==> config.mk <==
export PLATFORM = sky130hd
export DESIGN_NAME = cpu_out_serializer
export DESIGN_NICKNAME = d
export VERILOG_FILES = /design/src/rtl/cpu_io_pkg.sv /design/src/rtl/sync_fifo.sv /design/src/rtl/cpu_out_serializer.sv
export SDC_FILE = /design/constraint.sdc
export NUM_CORES = 1
export LEC_CHECK = 0
export ABC_AREA = 1
export BUFFER_PORTS_ARGS = -buffer_cell sky130_fd_sc_hd__buf_2
export CAP_MARGIN = 10
export CORE_UTILIZATION = 50
export DETAILED_ROUTE_END_ITERATION = 10
export PLACE_DENSITY = 0.7
export RECOVER_POWER = 50
export REMOVE_ABC_BUFFERS = 1
export SLEW_MARGIN = 20
export SYNTH_ARGS = -nofsm -noshare
export SYNTH_HDL_FRONTEND = slang
export SYNTH_SLANG_ARGS = --single-unit
==> constraint.sdc <==
create_clock -name clk -period 4.2 [get_ports clk]
set_input_delay 0.84 -clock clk [delete_from_list [all_inputs] [get_ports clk]]
set_output_delay 0.84 -clock clk [all_outputs]
set_load 0.01 [all_outputs]
==> src/rtl/cpu_io_pkg.sv <==
// cpu_io_pkg: shared header tag, serializer states and width helper for the CPU output path.
package cpu_io_pkg;
  localparam logic [3:0] HDR_TAG = 4'hA;
  typedef enum logic [1:0] {IDLE, HDR, DATA, TRL} ser_state_e;
  function automatic int clog2_min1(input int n);
    return (n <= 2) ? 1 : $clog2(n);
  endfunction
endpackage

==> src/rtl/sync_fifo.sv <==
// sync_fifo: registered-read FIFO with occupancy count; head exposes the next entry for lookahead.
module sync_fifo import cpu_io_pkg::*; #(
  parameter int WIDTH = 8,
  parameter int DEPTH = 4
) (
  input  logic                         clk,
  input  logic                         rst,
  input  logic                         push,
  input  logic [WIDTH-1:0]             din,
  input  logic                         pop,
  output logic [WIDTH-1:0]             dout,
  output logic [WIDTH-1:0]             head,
  output logic [clog2_min1(DEPTH):0]   count
);
  localparam int AW = clog2_min1(DEPTH);
  localparam logic [AW:0] FULL = (AW+1)'(DEPTH);
  logic [WIDTH-1:0] mem [DEPTH];
  logic [AW-1:0] wp, rp;
  logic wr, rd;
  assign wr = push && count != FULL;
  assign rd = pop && count != '0;
  assign head = mem[rp];
  always_ff @(posedge clk)
    if (wr) mem[wp] <= din;
  always_ff @(posedge clk or posedge rst)
    if (rst) begin
      wp <= '0;
      rp <= '0;
      count <= '0;
      dout <= '0;
    end else begin
      if (wr) wp <= wp + 1'b1;
      if (rd) begin
        rp <= rp + 1'b1;
        dout <= mem[rp];
      end
      count <= count + (AW+1)'(wr) - (AW+1)'(rd);
    end
endmodule

==> src/rtl/cpu_out_serializer.sv <==
// cpu_out_serializer: round-robin channel arbiter + shared FIFO + framed byte serializer (header, data LSB-first).
// Optional parity trailer byte enabled by defining SER_PARITY_EN.
module cpu_out_serializer import cpu_io_pkg::*; #(
  parameter int DATA_W     = 16,
  parameter int NUM_CH     = 2,
  parameter int FIFO_DEPTH = 4
) (
  input  logic                     clk,
  input  logic                     rst,
  input  logic [NUM_CH-1:0]        in_valid,
  input  logic [NUM_CH*DATA_W-1:0] in_data,
  output logic [NUM_CH-1:0]        in_ready,
  output logic [7:0]               out_data,
  output logic                     out_valid,
  input  logic                     out_ready,
  output logic                     out_sof
);
  localparam int NB = DATA_W / 8;
  localparam int BW = clog2_min1(NB);
  localparam int CW = clog2_min1(NUM_CH);
  localparam int AW = clog2_min1(FIFO_DEPTH);
  localparam logic [AW:0] FULL = (AW+1)'(FIFO_DEPTH);
  logic [AW:0] count;
  logic [DATA_W+3:0] din, dout, head;
  logic [DATA_W-1:0] word;
  logic [CW-1:0] rr, gnt;
  logic found, push, pop, fire, last, frame_end, start;
  ser_state_e state, state_n;
  logic [BW-1:0] cnt, cnt_n, nb;
  logic [7:0] data_n;
  logic valid_n, sof_n;
  logic unused_bits;
  always_comb begin
    found = 1'b0;
    gnt = '0;
    for (int k = 0; k < NUM_CH; k++)
      if (!found && in_valid[(int'(rr) + k) % NUM_CH]) begin
        found = 1'b1;
        gnt = CW'((int'(rr) + k) % NUM_CH);
      end
  end
  assign in_ready = (found && count < FULL && !rst) ? NUM_CH'(1) << gnt : '0;
  assign push = |in_ready;
  assign din = {4'(gnt), in_data[gnt*DATA_W +: DATA_W]};
  always_ff @(posedge clk or posedge rst)
    if (rst) rr <= '0;
    else if (push) rr <= (gnt == CW'(NUM_CH-1)) ? '0 : gnt + 1'b1;
  sync_fifo #(.WIDTH(DATA_W + 4), .DEPTH(FIFO_DEPTH)) u_fifo (
    .clk(clk), .rst(rst), .push(push), .din(din), .pop(pop),
    .dout(dout), .head(head), .count(count)
  );
  assign word = dout[DATA_W-1:0];
  assign unused_bits = ^{head[DATA_W-1:0], dout[DATA_W+3:DATA_W]};
  assign fire = out_valid && out_ready;
  assign last = cnt == BW'(NB-1);
  assign nb = cnt + 1'b1;
`ifdef SER_PARITY_EN
  logic [7:0] par, par_n;
  assign frame_end = state == TRL && fire;
`else
  assign frame_end = state == DATA && fire && last;
`endif
  // A finishing frame may immediately start the next one, giving back-to-back frames.
  assign start = (state == IDLE || frame_end) && count != '0;
  assign pop = start;
  always_comb begin
    state_n = state;
    cnt_n = cnt;
    data_n = out_data;
    valid_n = out_valid;
    sof_n = out_sof;
`ifdef SER_PARITY_EN
    par_n = par;
`endif
    if (start) begin
      state_n = HDR;
      data_n = {HDR_TAG, head[DATA_W +: 4]};
      valid_n = 1'b1;
      sof_n = 1'b1;
    end else if (frame_end) begin
      state_n = IDLE;
      valid_n = 1'b0;
    end else if (fire && state == HDR) begin
      state_n = DATA;
      cnt_n = '0;
      data_n = word[7:0];
      sof_n = 1'b0;
`ifdef SER_PARITY_EN
      par_n = word[7:0];
`endif
    end else if (fire && state == DATA) begin
`ifdef SER_PARITY_EN
      if (last) begin
        state_n = TRL;
        data_n = par;
      end else begin
        cnt_n = nb;
        data_n = 8'(word >> {nb, 3'b0});
        par_n = par ^ data_n;
      end
`else
      cnt_n = nb;
      data_n = 8'(word >> {nb, 3'b0});
`endif
    end
  end
  always_ff @(posedge clk or posedge rst)
    if (rst) begin
      state <= IDLE;
      cnt <= '0;
      out_data <= '0;
      out_valid <= 1'b0;
      out_sof <= 1'b0;
`ifdef SER_PARITY_EN
      par <= '0;
`endif
    end else begin
      state <= state_n;
      cnt <= cnt_n;
      out_data <= data_n;
      out_valid <= valid_n;
      out_sof <= sof_n;
`ifdef SER_PARITY_EN
      par <= par_n;
`endif
    end
endmodule

* Word-level counts from Yosys, hierarchy flattened
Memories as Yosys holds them, arrays and structs flattened. Index checks and enable logic that the tools add are counted.
Storage, ports and cells: bits in registers 37, bits in writable memories 68, bits of input ports 37, output and inout bits 12, memories 1
Memories:
- u_fifo.mem | depth 4, width 17, rd ports 1, clocked after memory_dff 0, wr ports 1, line sync_fifo.sv:17 | logic [WIDTH-1:0] mem [DEPTH];
Cells by class: add/sub/neg operators 7, $lt $le $gt $ge 3, eq/ne operators 4, shift operators 3, multiplexer cells 27, bitwise logic cells 3, reduce and logical (&&, ||, !) cells 24
Operators by type and width (number):
- 8-bit 2-to-1 mux | 4
- 32-bit by 6-bit indexed part select with 16-bit output | 1
- 1-bit 2-to-1 mux | 19
- 16-bit by 4-bit >> shifter with 8-bit output | 1
- 1-bit logical AND | 10
- 3-bit nonzero test | 3
- 2-bit 2-to-1 mux | 4
- 2-bit nonzero test | 3
- 2-bit by 1-bit adder with 2-bit output, second input constant | 2
- 2-bit AND reduction | 2
- 1-bit adder, second input constant | 3
- 3-bit by 1-bit adder with 3-bit output | 1
- 2-bit by 3-bit less-than comparator with 1-bit output, second input constant | 1
- 3-bit less-than comparator, second input constant | 1
- 3-bit != test, second input constant | 1
- 3-bit AND reduction | 1
- 3-bit by 1-bit subtractor with 3-bit output | 1
- 2-bit by 1-bit == test with 1-bit output, second input constant | 1
- 2-bit == test, second input constant | 1
- 1-bit logical NOT | 2
- 2-bit logical NOT | 1
- 1-bit by 2-bit less-than comparator with 1-bit output, second input constant | 1
- 2-bit by 1-bit != test with 1-bit output, second input constant | 1
- 1-bit inverter | 2
- other kinds (4) | 4

* Logic depth before layout (Yosys ltp)
Gate-level depths: netlist (run 1).
depth after elaboration 14, mapped depth 13

* Hierarchy
Synthesis (run 1) repeated with hierarchy kept, for this count alone.
Unflattened totals: cells, all modules 530, area, all modules 5415.2 um^2
Modules (own cells, without submodules):
- sync_fifo | instances 1, cells each 365, area each 4405.5 um^2
- cpu_out_serializer | instances 1, cells each 165, area each 1009.7 um^2

* Least setup slack after synthesis (run 1)
Ideal clock, no wire load.
path kind input to register, start input out_ready, end register u_fifo.count[2], library setup time 0.123 ns, arrival 2.361 ns, required time 4.077 ns, setup slack 1.716 ns, stages 13, path buffers 1, cell sequence nand2_1 -> inv_2 -> nand3_4 -> nand2_4 -> nand2_4 -> clkinv_4 -> buf_6 -> ha_1 -> inv_1 -> ha_1 -> inv_1 -> fa_1 -> xnor2_1
Between the ends: cells in the longest elaborated chain, start to end 7
Ends and longest elaborated chain:
- start: declaration | line cpu_out_serializer.sv:15 | input logic out_ready,
- 1-bit logical AND | line cpu_out_serializer.sv:54 | assign fire = out_valid && out_ready;
- 1-bit logical AND (2 in series) | line cpu_out_serializer.sv:61 | assign frame_end = state == DATA && fire && last;
- 1-bit logical OR | line cpu_out_serializer.sv:64 | assign start = (state == IDLE || frame_end) && count != '0;
- 1-bit logical AND | line cpu_out_serializer.sv:64
- net pop | line cpu_out_serializer.sv:27 | logic found, push, pop, fire, last, frame_end, start;
- 1-bit logical AND | line sync_fifo.sv:21 | assign rd = pop && count != '0;
- 3-bit by 1-bit subtractor with 3-bit output | line sync_fifo.sv:37 | count <= count + (AW+1)'(wr) - (AW+1)'(rd);
- end signal: assignment | line sync_fifo.sv:37
- end: declaration | line sync_fifo.sv:13 | output logic [clog2_min1(DEPTH):0] count
The timed path passes the listed nets, and every way through them passes these cells. A chain may end at the register's enable or synchronous reset.

* Final worst setup path (run 1)
start input out_ready, end register u_fifo.count[2]
Between the ends: cells in the longest elaborated chain, start to end 7
Ends and longest elaborated chain (line):
- 1-bit logical AND | cpu_out_serializer.sv:54
- 1-bit logical AND (2 in series) | cpu_out_serializer.sv:61
- 1-bit logical OR | cpu_out_serializer.sv:64
- 1-bit logical AND | cpu_out_serializer.sv:64
- 1-bit logical AND | sync_fifo.sv:21
- 3-bit by 1-bit subtractor with 3-bit output | sync_fifo.sv:37
No other way between the ends.

==> results.py, run 1 <==
metrics = {
    "timing": {
        "timing.fmax_mhz": 311.6,
        "setup_tns_ns": 0,
        "worst_pin_slew_ns": 1.963,
        "drv_slew": 38,
        "fin_ws_ns": 0.9908,
        "rsz0062_at_grt": "false",
        "worst_hold_slack_ns": 0.4913,
        "fin_crit_ns": 3.209,
        "hold_viol": 0,
        "fin_crit_sh_pct": 76.41,
        "relSlewSlack_pct": -30.90,
        "setup_viol": 0,
        "fin_skew_ns": 0.006390,
    },
    "clock_tree": {
        "hold_buffers": 0,
        "cts.htree.levels": 3,
        "cts_setup_buffers": 0,
        "cts_tree": "yes",
        "clockBufferDepth": 2,
        "clock_latency_ns": 0.36,
        "root_buffer": "clkbuf_8",
        "cts_sinks": 105,
        "clk_pin_slew_ns": 0.10,
        "numCtsBuffers": 9,
        "cts_resized": 0,
    },
    "status": {
        "violations": "capacitance limit, slew limit",
        "status": "finished with violations",
    },
    "pwr": {
        "pwr-share-clk_pct": 26.4,
        "vdd_drop_max_v": 0.0001981,
        "power.density_mw_per_mm2": 423.3,
        "internal_power_w": 0.001543,
        "p_sw_w": 0.0005627,
        "p_sw_share_pct": 26.72,
        "seqPwrFrac_pct": 60.5,
        "power_frac_comb_pct": 13.2,
        "p_leak_nw": 2.159,
    },
    "die": {
        "start_util_pct": 52.00,
        "die-area_mm2": 0.009499,
        "core_area_mm2": 0.008763,
        "die_w_um": 97.47,
        "dieHeight_um": 97.47,
        "rows": 34,
        "io_pins": 49,
    },
    "finish": {
        "diodes": 0,
        "multiInputGateArea_mm2": 0.001315,
        "seq_area_mm2": 0.002968,
        "n_fill_cell": 771,
        "finalNetCount": 520,
        "drive_above_1_share_pct": 15.59,
        "syn2layout_area_growth_pct": 9.198,
    },
    "drt": {
        "drc": 0,
        "drt_iter0_drc": 185,
        "dr.pass1.iters": 4,
        "wl_per_cell_um": 14.35,
        "wirelength_um": 8452,
        "vias": 2997,
        "ant_nets": 0,
        "vias_per_cell": 5.088,
    },
    "grt": {
        "antenna_found_initial": 0,
        "grt_overflow_total": 0,
        "grt_max_degree": 38,
        "grt_util_all_layers_pct": 19.28,
        "grt_pass1_wl_um": 14260,
        "grt_pass1_vias": 3004,
    },
    "synth": {
        "syn_avg_cell_area_um2": 10.55,
        "ys_types": 29,
        "synthTopCellsByArea": "edfxtp_1, dfrtp_1, nand2_1",
        "synth_cells": 432,
        "synth_top_area_cell": "edfxtp_1",
        "synth_seq_cells": 105,
        "synth.cell_area_mm2": 0.004557,
        "ys_warn_count": 0,
        "yosys.area.top_type_share_pct": 44.81,
        "yosysSeqAreaShare_pct": 65.13,
    },
    "setup_path": {
        "slowest_delay_ns": 0.60,
        "worst-setup-path-type": "in -> reg",
        "worst_path_max_delay_cell": "nand2_1",
        "cp-start-kind": "input pin",
        "cp-end-kind": "register",
        "critical_path_arrival_ns": 3.47,
        "crit_path_cell_trace": "buf_2, nand2_1, inv_1, nand3_1, nand2_4, nand2_1, clkinv_4, ha_1, inv_1, ha_1, inv_1, fa_1, xnor2_1",
        "critPathMaxFanout": 26,
        "cp.required_ns": 4.46,
        "path_common_cell": "inv_1",
    },
    "place": {
        "portBuffers": 48,
        "hpwl_um": 5343,
        "routabilityCongestion": 0.7798,
        "place_ws_ns": 1.300,
    },
    "min_path": {
        "hold_path.class": "reg -> reg",
    },
    "flow_run": {
        "maxCapViolCount": 1,
    },
}
[cell type report]
type	count	area share [%]
clock buffers	10	2.565
clock inverters	6	0.8801
inverters	33	2.690
multi-input cells	276	26.43
flip-flops and latches	105	59.64
well taps	108	2.716
repair buffers	51	5.079
[worst paths after layout]
path	cells after the start	from	to	slack, ns
setup / recovery	13	out_ready	u_fifo.count[2]	0.99
hold / removal	2	u_fifo.dout[8]	u_fifo.dout[8]	0.49
setup reg to reg	12	out_valid	u_fifo.count[2]	1.13
hold reg to reg	2	u_fifo.dout[8]	u_fifo.dout[8]	0.49
max in group asynchronous	3	rst	out_data[7]	1.90
min in group asynchronous	3	rst	rr	1.18
[registers in the layout, summed over array words and instances, names as in the netlist]
signal and count:
u_fifo.rp 2, u_fifo.count 3, rr 1, out_valid 1, u_fifo.mem 68, out_data 8, cnt 1, u_fifo.dout 16
out_sof 1, u_fifo.wp 2, state 2
[metrics by stage]
stage	power (W)	instance area [µm²]	utilization [%]	instances
5_1_grt	0.002212	4976	56.78	589
3_5_place_dp	0.001583	4845	55.28	573
4_1_cts	0.002131	5016	57.24	589
6_report	0.002106	4976	56.78	589
3_3_place_gp	0.001568	4845	55.28	573
2_1_floorplan	0.001479	4437	-	414
[cells in the mapped netlist (all sizes together)]
master / number
nand2: 123
edfxtp: 68
o21ai: 52
nor2: 50
dfrtp: 37
inv: 30
nand3: 20
buf: 16
o22ai: 16
ha: 6
a21oi: 4
clkinv: 3
clkbuf: 2
xnor2: 2
xor2: 2
fa: 1
[power groups by stage]
stage / Clock (W) / Combinational [W] / Sequential [W]
after floorplan: 0 / 0.000194 / 0.00128
after global placement: 0 / 0.000276 / 0.00129
after detailed placement: 0 / 0.000289 / 0.00129
after CTS: 0.000567 / 0.000290 / 0.00127
after global routing: 0.000605 / 0.000322 / 0.00128
final: 0.000555 / 0.000278 / 0.00127
[layer usage]
layer,part of all wire [%],track usage (%),vias to the layer above,wire length (µm)
met5,0,0,-,0
met4,0.85,8.145,0,72
met3,4.4,2.878,5,369
met2,48,32.49,64,4098
met1,46,24.95,1401,3911
li1,-,-,1527,-
[cell usage in the layout (no fill, tap or decap)]
master and count:
nand2_1 120, edfxtp_1 68, nor2_1 44, buf_2 43, o21ai_0 40, dfrtp_1 37
inv_1 28, nand3_1 19, o22ai_1 16, o21ai_1 10, clkbuf_8 9, clkbuf_1 7
ha_1 6, nor2_2 5, a21oi_1 4, nand2_4 3, clkinv_4 3, clkinvlp_4 3
inv_2 2, clkinv_1 2, xor2_1 2, o21ai_2 2, xnor2_1 2, buf_4 2
nor2_4 1, nand3_2 1, fa_1 1, inv_6 1
[cells by family after synthesis]
logic type	after synthesis	synth area share (%)
AND/OR/NAND/NOR	193	17.77
buffers and inverters	51	5.573
adder cells (fa/ha/maj)	7	2.087
XOR/XNOR	4	0.7689
AO/OA/AOI/OAI	72	8.677
flip-flops	105	65.13
[critical path, delay by kind of cell]
family                     cells  cell delay (ns)
xor gates and xnor gates       1             0.13
adders and majority gates      3             0.86
buffers and inverters          5             0.63
and+or+nand+nor                4             0.99
Power figures use the tool's default switching activity.
==> inputs of run 2 (changes only) <==
- ABC_AREA: 1 -> 0
- PLACE_DENSITY: 0.7 -> 0.72
- clock period: 4.2 -> 2.9 ns (I/O delays scaled with it)
==> run 2 against run 1 <==
Effect of this change: the flow still finishes with violations (capacitance limit, slew limit); design area fell by 0.91%; cell count fell by 30%; global-route usage fell by 1.7 points; worst hold slack improved by 0.0016 ns; sequential share of layout area rose by 0.54 points; count of clock-buffer cells in the layout did not move; flip-flop and latch count did not move; first-iteration DRC count fell by 55%; register-to-register slack got worse by 0.69 ns; combinational power rose to 5.0 times the previous value; non-clock buffer count rose by 5; critical endpoint is now u_fifo.dout[5]; largest power group unchanged; highest routed layer unchanged.
==> results.py, run 2 <==
metrics = {
    "min_path": {
        "hold_path.class": "reg -> reg",
        "holdPathStages": 1,
        "hold_start": "out_data[2]",
        "holdPathEnd": "out_data[2]",
    },
    "clock_tree": {
        "clock_latency_ns": 0.35,
        "cts_sinks": 105,
        "clk_pin_slew_ns": 0.09,
        "cts.htree.levels": 3,
        "clockBufferDepth": 2,
        "cts_resized": 0,
        "hold_buffers": 0,
        "cts_setup_buffers": 0,
        "root_buffer": "clkbuf_8",
        "numCtsBuffers": 9,
        "cts_tree": "yes",
    },
    "pwr": {
        "p_leak_nw": 1.866,
        "power.density_mw_per_mm2": 905.3,
        "total_power_w": 0.004464,
        "vdd_drop_max_v": 0.0004209,
    },
    "die": {
        "core_area_mm2": 0.008382,
        "rows": 33,
        "die_w_um": 96.02,
        "die-area_mm2": 0.009219,
        "start_util_pct": 52.72,
        "io_pins": 49,
        "dieHeight_um": 96.02,
    },
    "finish": {
        "largest_reg_flops": 68,
        "diodes": 0,
        "layout_commonest_cell": "edfxtp_1",
        "reg_top3": "u_fifo.mem (68), u_fifo.dout (16), out_data (8)",
        "seq_area_mm2": 0.002968,
        "syn2layout_area_growth_pct": 11.58,
        "finalNetCount": 348,
        "top_register": "u_fifo.mem",
        "design_area_mm2": 0.004931,
        "multiInputGateArea_mm2": 0.001338,
        "drive_above_1_share_pct": 28.48,
        "n_fill_cell": 658,
        "final_cell_mix": "edfxtp_1, dfrtp_1, buf_2",
    },
    "drt": {
        "drc": 0,
        "wl_per_cell_um": 17.00,
        "dr.pass1.iters": 4,
        "ant_nets": 0,
        "vias_per_cell": 5.437,
        "drt_iter0_drc": 83,
        "wirelength_um": 7040,
        "vias": 2251,
    },
    "timing": {
        "relSlewSlack_pct": -39.76,
        "worst_pin_slew_ns": 2.096,
        "timing.fmax_mhz": 406.8,
        "rsz0062_at_grt": "false",
        "fin_skew_ns": 0.009047,
        "setup_viol": 0,
        "fin_crit_ns": 2.458,
        "hold_viol": 0,
        "fin_crit_sh_pct": 84.76,
        "setup_tns_ns": 0,
        "drv_slew": 38,
        "worst_hold_slack_ns": 0.4929,
    },
    "place": {
        "portBuffers": 48,
        "routabilityCongestion": 0.7182,
        "hpwl_um": 4595,
        "placed_area_mm2": 0.004780,
    },
    "setup_path": {
        "rrSetupSlack_ns": 0.44,
        "worst-setup-path-type": "reg -> reg",
        "cp-start-kind": "register",
        "critPathMaxFanout": 25,
        "startpoint": "cnt",
        "r2r_cells": 4,
        "rr_startpoint": "cnt",
        "rr_endpoint": "u_fifo.dout[5]",
        "critical_path_arrival_ns": 2.69,
        "cp-end-kind": "register",
        "cp.required_ns": 3.13,
    },
    "status": {
        "status": "finished with violations",
        "violations": "capacitance limit, slew limit",
    },
    "synth": {
        "ys_types": 37,
        "synth_cells": 246,
        "synth_flop_cell": "edfxtp_1",
        "yosysMostFrequentCell": "edfxtp_1",
        "synth_seq_cells": 105,
        "yosys.area.top_type_share_pct": 46.21,
        "syn_avg_cell_area_um2": 17.96,
        "ys_warn_count": 0,
        "synth_common_cells": "edfxtp_1, dfrtp_1, mux2_2",
        "yosysSeqAreaShare_pct": 67.16,
        "synth_edf_count": 68,
        "synth_top_area_cell": "edfxtp_1",
        "synthTopCellsByArea": "edfxtp_1, dfrtp_1, mux2_2",
        "synthArstFlopShare_pct": 35.24,
        "synth.cell_area_mm2": 0.004419,
    },
    "grt": {
        "grt_pass1_wl_um": 11330,
        "grt_overflow_total": 0,
        "grt_util_all_layers_pct": 17.55,
        "grt_pass1_vias": 2214,
        "antenna_found_initial": 0,
        "grt_max_degree": 38,
    },
    "flow_run": {
        "maxCapViolCount": 1,
    },
}
-- run 2: changes by cell type after synthesis, moves of 6 or more --
cell,change
mux4_2,+6
mux2_2,+31
mux4_1,+11
nor2_1,-42
o22ai_1,-15
buf_2,-8
nand2_1,-108
and2_1,+6
o21ai_1,-10
mux2i_1,+7
o21ai_0,-35
inv_1,-17
nand3_1,-18
-- run 2: cell type report --
cell class                 count  share of cell area, %
inverter                       9                 0.6851
sequential                   105                  60.19
timing repair buffer          56                  5.582
tap                          105                  2.664
multi-input combinational    123                  27.13
clock buffer                  10                  2.588
clock inverter                 6                  1.167
-- run 2: layer usage --
layer	up-vias	GRT usage, %	wire length, µm
li1	1058	-	-
met1	1147	22.16	3133
met2	42	29.91	3659
met3	4	4.739	191
met4	0	4.851	56
met5	-	0	0
-- run 2: cells by family (layout without fill, tap and decap cells) --
kind of cell,after synthesis,count (layout),synth area share [%]
compound gates,19,19,3.624
xor+xnor,5,5,0.9909
fa+ha+maj,7,7,2.152
buf+inv,18,81,2.378
flops,105,105,67.16
mux,56,56,19.42
simple gates,36,36,4.276
-- run 2: critical path, stage by stage (launching register included) --
cell      delay [ns]
dfrtp_1         0.45
nand3_2         0.13
a211oi_4        0.27
clkbuf_1        1.04
mux2_2          0.43
-- run 2: worst max-delay path by stage --
stage	endpoint	slack (ns)	cells after the start
floorplan	u_fifo.count[2]	0.11	9
global placement	u_fifo.count[2]	0.60	10
detailed placement	u_fifo.count[2]	0.56	10
CTS	u_fifo.count[2]	0.65	9
global route	u_fifo.mem[3][4]	0.26	3
finish	u_fifo.dout[5]	0.44	4
-- run 2: through the flow --
step / std cells / util (%) / setup WS [ns]
final: 414 / 58.83 / 0.4419
after detailed placement: 398 / 57.02 / 0.5619
after CTS: 414 / 59.23 / 0.6526
after global routing: 414 / 58.83 / 0.2568
after global placement: 398 / 57.02 / 0.6047
after floorplan: 237 / - / 0.1087
-- run 2: power by group --
group | leakage [nW] | total (W) | internal [W] | switching [W]
registers | 1.05 | 0.00224 | 0.00199 | 0.000242
clock network | 0.0979 | 0.000839 | 0.000395 | 0.000444
logic | 0.718 | 0.00139 | 0.000713 | 0.000675
total | 1.87 | 0.00446 | 0.00310 | 0.00136
==> inputs of run 3 (changes only) <==
- clock period: 2.9 -> 2.13 ns (I/O delays scaled with it)
==> run 3 against run 2 <==
Effect of this change: non-clock buffer count up 12; die area is the same; core utilization up 1.6 points; sequential share of layout area fell by 1.6 points; clock skew is 0.00082 ns higher; count of clock-buffer cells in the layout down 1; largest power group unchanged; flip-flop and latch count did not move; wire length increased by 2.0%; highest routed layer unchanged; clock power rose by 45%; sequential power grew 31%; combinational power up 53%; fmax grew 23%; the flow now finishes without violations.
==> results.py, run 3 (same netlist as run 2, synthesis figures left out) <==
metrics = {
    "clock_tree": {
        "numCtsBuffers": 9,
        "clk_pin_slew_ns": 0.10,
        "hold_buffers": 0,
        "cts.htree.levels": 3,
        "clockBufferDepth": 2,
        "root_buffer": "clkbuf_8",
        "cts_resized": 0,
        "clock_latency_ns": 0.35,
        "cts_tree": "yes",
        "cts_setup_buffers": 0,
        "cts_sinks": 105,
    },
    "setup_path": {
        "cp.required_ns": 2.42,
        "worst-setup-path-type": "reg -> reg",
        "critical_path_arrival_ns": 2.28,
        "cp-start-kind": "register",
        "critPathMaxFanout": 2,
        "cp-end-kind": "register",
    },
    "pwr": {
        "p_sw_share_pct": 30.63,
        "vdd_drop_max_v": 0.0005569,
        "pwr-share-clk_pct": 19.4,
        "seqPwrFrac_pct": 46.7,
        "internal_power_w": 0.004364,
        "total_power_w": 0.006291,
        "p_leak_nw": 1.946,
        "power_frac_comb_pct": 33.9,
        "p_sw_w": 0.001927,
        "power.density_mw_per_mm2": 1242,
    },
    "timing": {
        "fin_crit_ns": 1.994,
        "fin_crit_sh_pct": 93.61,
        "fin_skew_ns": 0.009871,
        "rsz0062_at_grt": "false",
        "relSlewSlack_pct": 38.12,
        "setup_viol": 0,
        "timing.fmax_mhz": 501.5,
        "drv_slew": 0,
        "worst_pin_slew_ns": 0.9282,
        "hold_viol": 0,
    },
    "finish": {
        "syn2layout_area_growth_pct": 14.58,
        "finish.utilization_pct": 60.41,
        "top_register": "u_fifo.mem",
        "drive_above_1_share_pct": 33.02,
        "reg_top3": "u_fifo.mem (68), u_fifo.dout (16), out_data (8)",
        "n_fill_cell": 635,
        "diodes": 0,
        "finalNetCount": 360,
        "largest_reg_flops": 68,
        "layout_commonest_cell": "edfxtp_1",
        "final_cell_mix": "edfxtp_1, buf_2, dfrtp_1",
    },
    "die": {
        "die-area_mm2": 0.009219,
        "dieHeight_um": 96.02,
        "io_pins": 49,
        "core_area_mm2": 0.008382,
        "rows": 33,
        "start_util_pct": 52.72,
        "die_w_um": 96.02,
    },
    "place": {
        "routabilityCongestion": 0.7205,
        "portBuffers": 48,
        "hpwl_um": 4599,
    },
    "flow_run": {
        "maxCapViolCount": 0,
    },
    "grt": {
        "grt_util_all_layers_pct": 17.91,
        "antenna_found_initial": 0,
        "grt_max_degree": 38,
        "grt_pass1_vias": 2314,
        "grt_overflow_total": 0,
        "grt_pass1_wl_um": 11590,
    },
    "status": {
        "status": "finished clean",
    },
    "drt": {
        "vias": 2287,
        "drt_iter0_drc": 91,
        "vias_per_cell": 5.369,
        "wl_per_cell_um": 16.85,
        "drc": 0,
        "dr.pass1.iters": 4,
        "wirelength_um": 7178,
        "ant_nets": 0,
    },
    "min_path": {
        "hold_path.class": "in -> async",
    },
}
-- run 3: path summary, 6_finish.rpt --
path | start | to | slack [ns] | depth (start not counted)
worst max-delay path | u_fifo.count[1] | u_fifo.count[2] | 0.14 | 10
worst min-delay path | rst | rr | 0.36 | 3
min in group clk | out_ready | state[1] | 0.41 | 4
worst max register to register | u_fifo.count[1] | u_fifo.count[2] | 0.14 | 10
max in group asynchronous | rst | u_fifo.dout[4] | 1.18 | 3
worst min register to register | out_data[2] | out_data[2] | 0.50 | 1
-- run 3: power groups by stage --
stage	Combinational, W	Sequential [W]	Clock (W)
2_1_floorplan	0.00137	0.00310	0
3_3_place_gp	0.00214	0.00296	0
3_5_place_dp	0.00221	0.00299	0
4_1_cts	0.00222	0.00294	0.00126
5_1_grt	0.00238	0.00300	0.00135
6_report	0.00213	0.00294	0.00122
-- run 3: critical path: stages (launching register included) --
cell and delay, ns:
dfrtp_1 0.40, nor3_2 0.17, buf_4 0.14, a211oi_4 0.04, ha_1 0.28, inv_1 0.05
ha_1 0.13, inv_1 0.05, fa_2 0.33, xnor2_1 0.19, xnor2_1 0.13
-- run 3: metrics by stage --
step	setup slack (ns)	hold WS, ns	TNS (ns)	std cells	instance area [µm²]
2_1_floorplan	-0.5779	0.4800	-1.020	237	4348
3_3_place_gp	0.02034	0.4705	0	410	4882
3_5_place_dp	-0.02182	0.4774	-0.02182	410	4882
4_1_cts	0.08668	0.1990	0	426	5081
5_1_grt	0.02081	0.4179	0	426	5064
6_report	0.1361	0.3630	0	426	5064
-- run 3: final cells by class --
type / count / area (µm²) / area share, %
flip-flops and latches: 105 / 2968 / 58.61
multi-input cells: 123 / 1350 / 26.66
repair buffers: 68 / 381.6 / 7.536
well taps: 105 / 131.4 / 2.595
clock buffers: 9 / 123.9 / 2.446
clock inverters: 7 / 75.07 / 1.483
inverters: 9 / 33.78 / 0.6672
-- run 3: metal layers --
| metal | vias to the layer above | global-route usage [%] | wire length, µm |
|---|---|---|---|
| li1 | 1079 | - | - |
| met1 | 1158 | 22.31 | 3146 |
| met2 | 43 | 31.15 | 3772 |
| met3 | 7 | 2.607 | 159 |
| met4 | 0 | 7.836 | 99 |
| met5 | - | 0 | 0 |
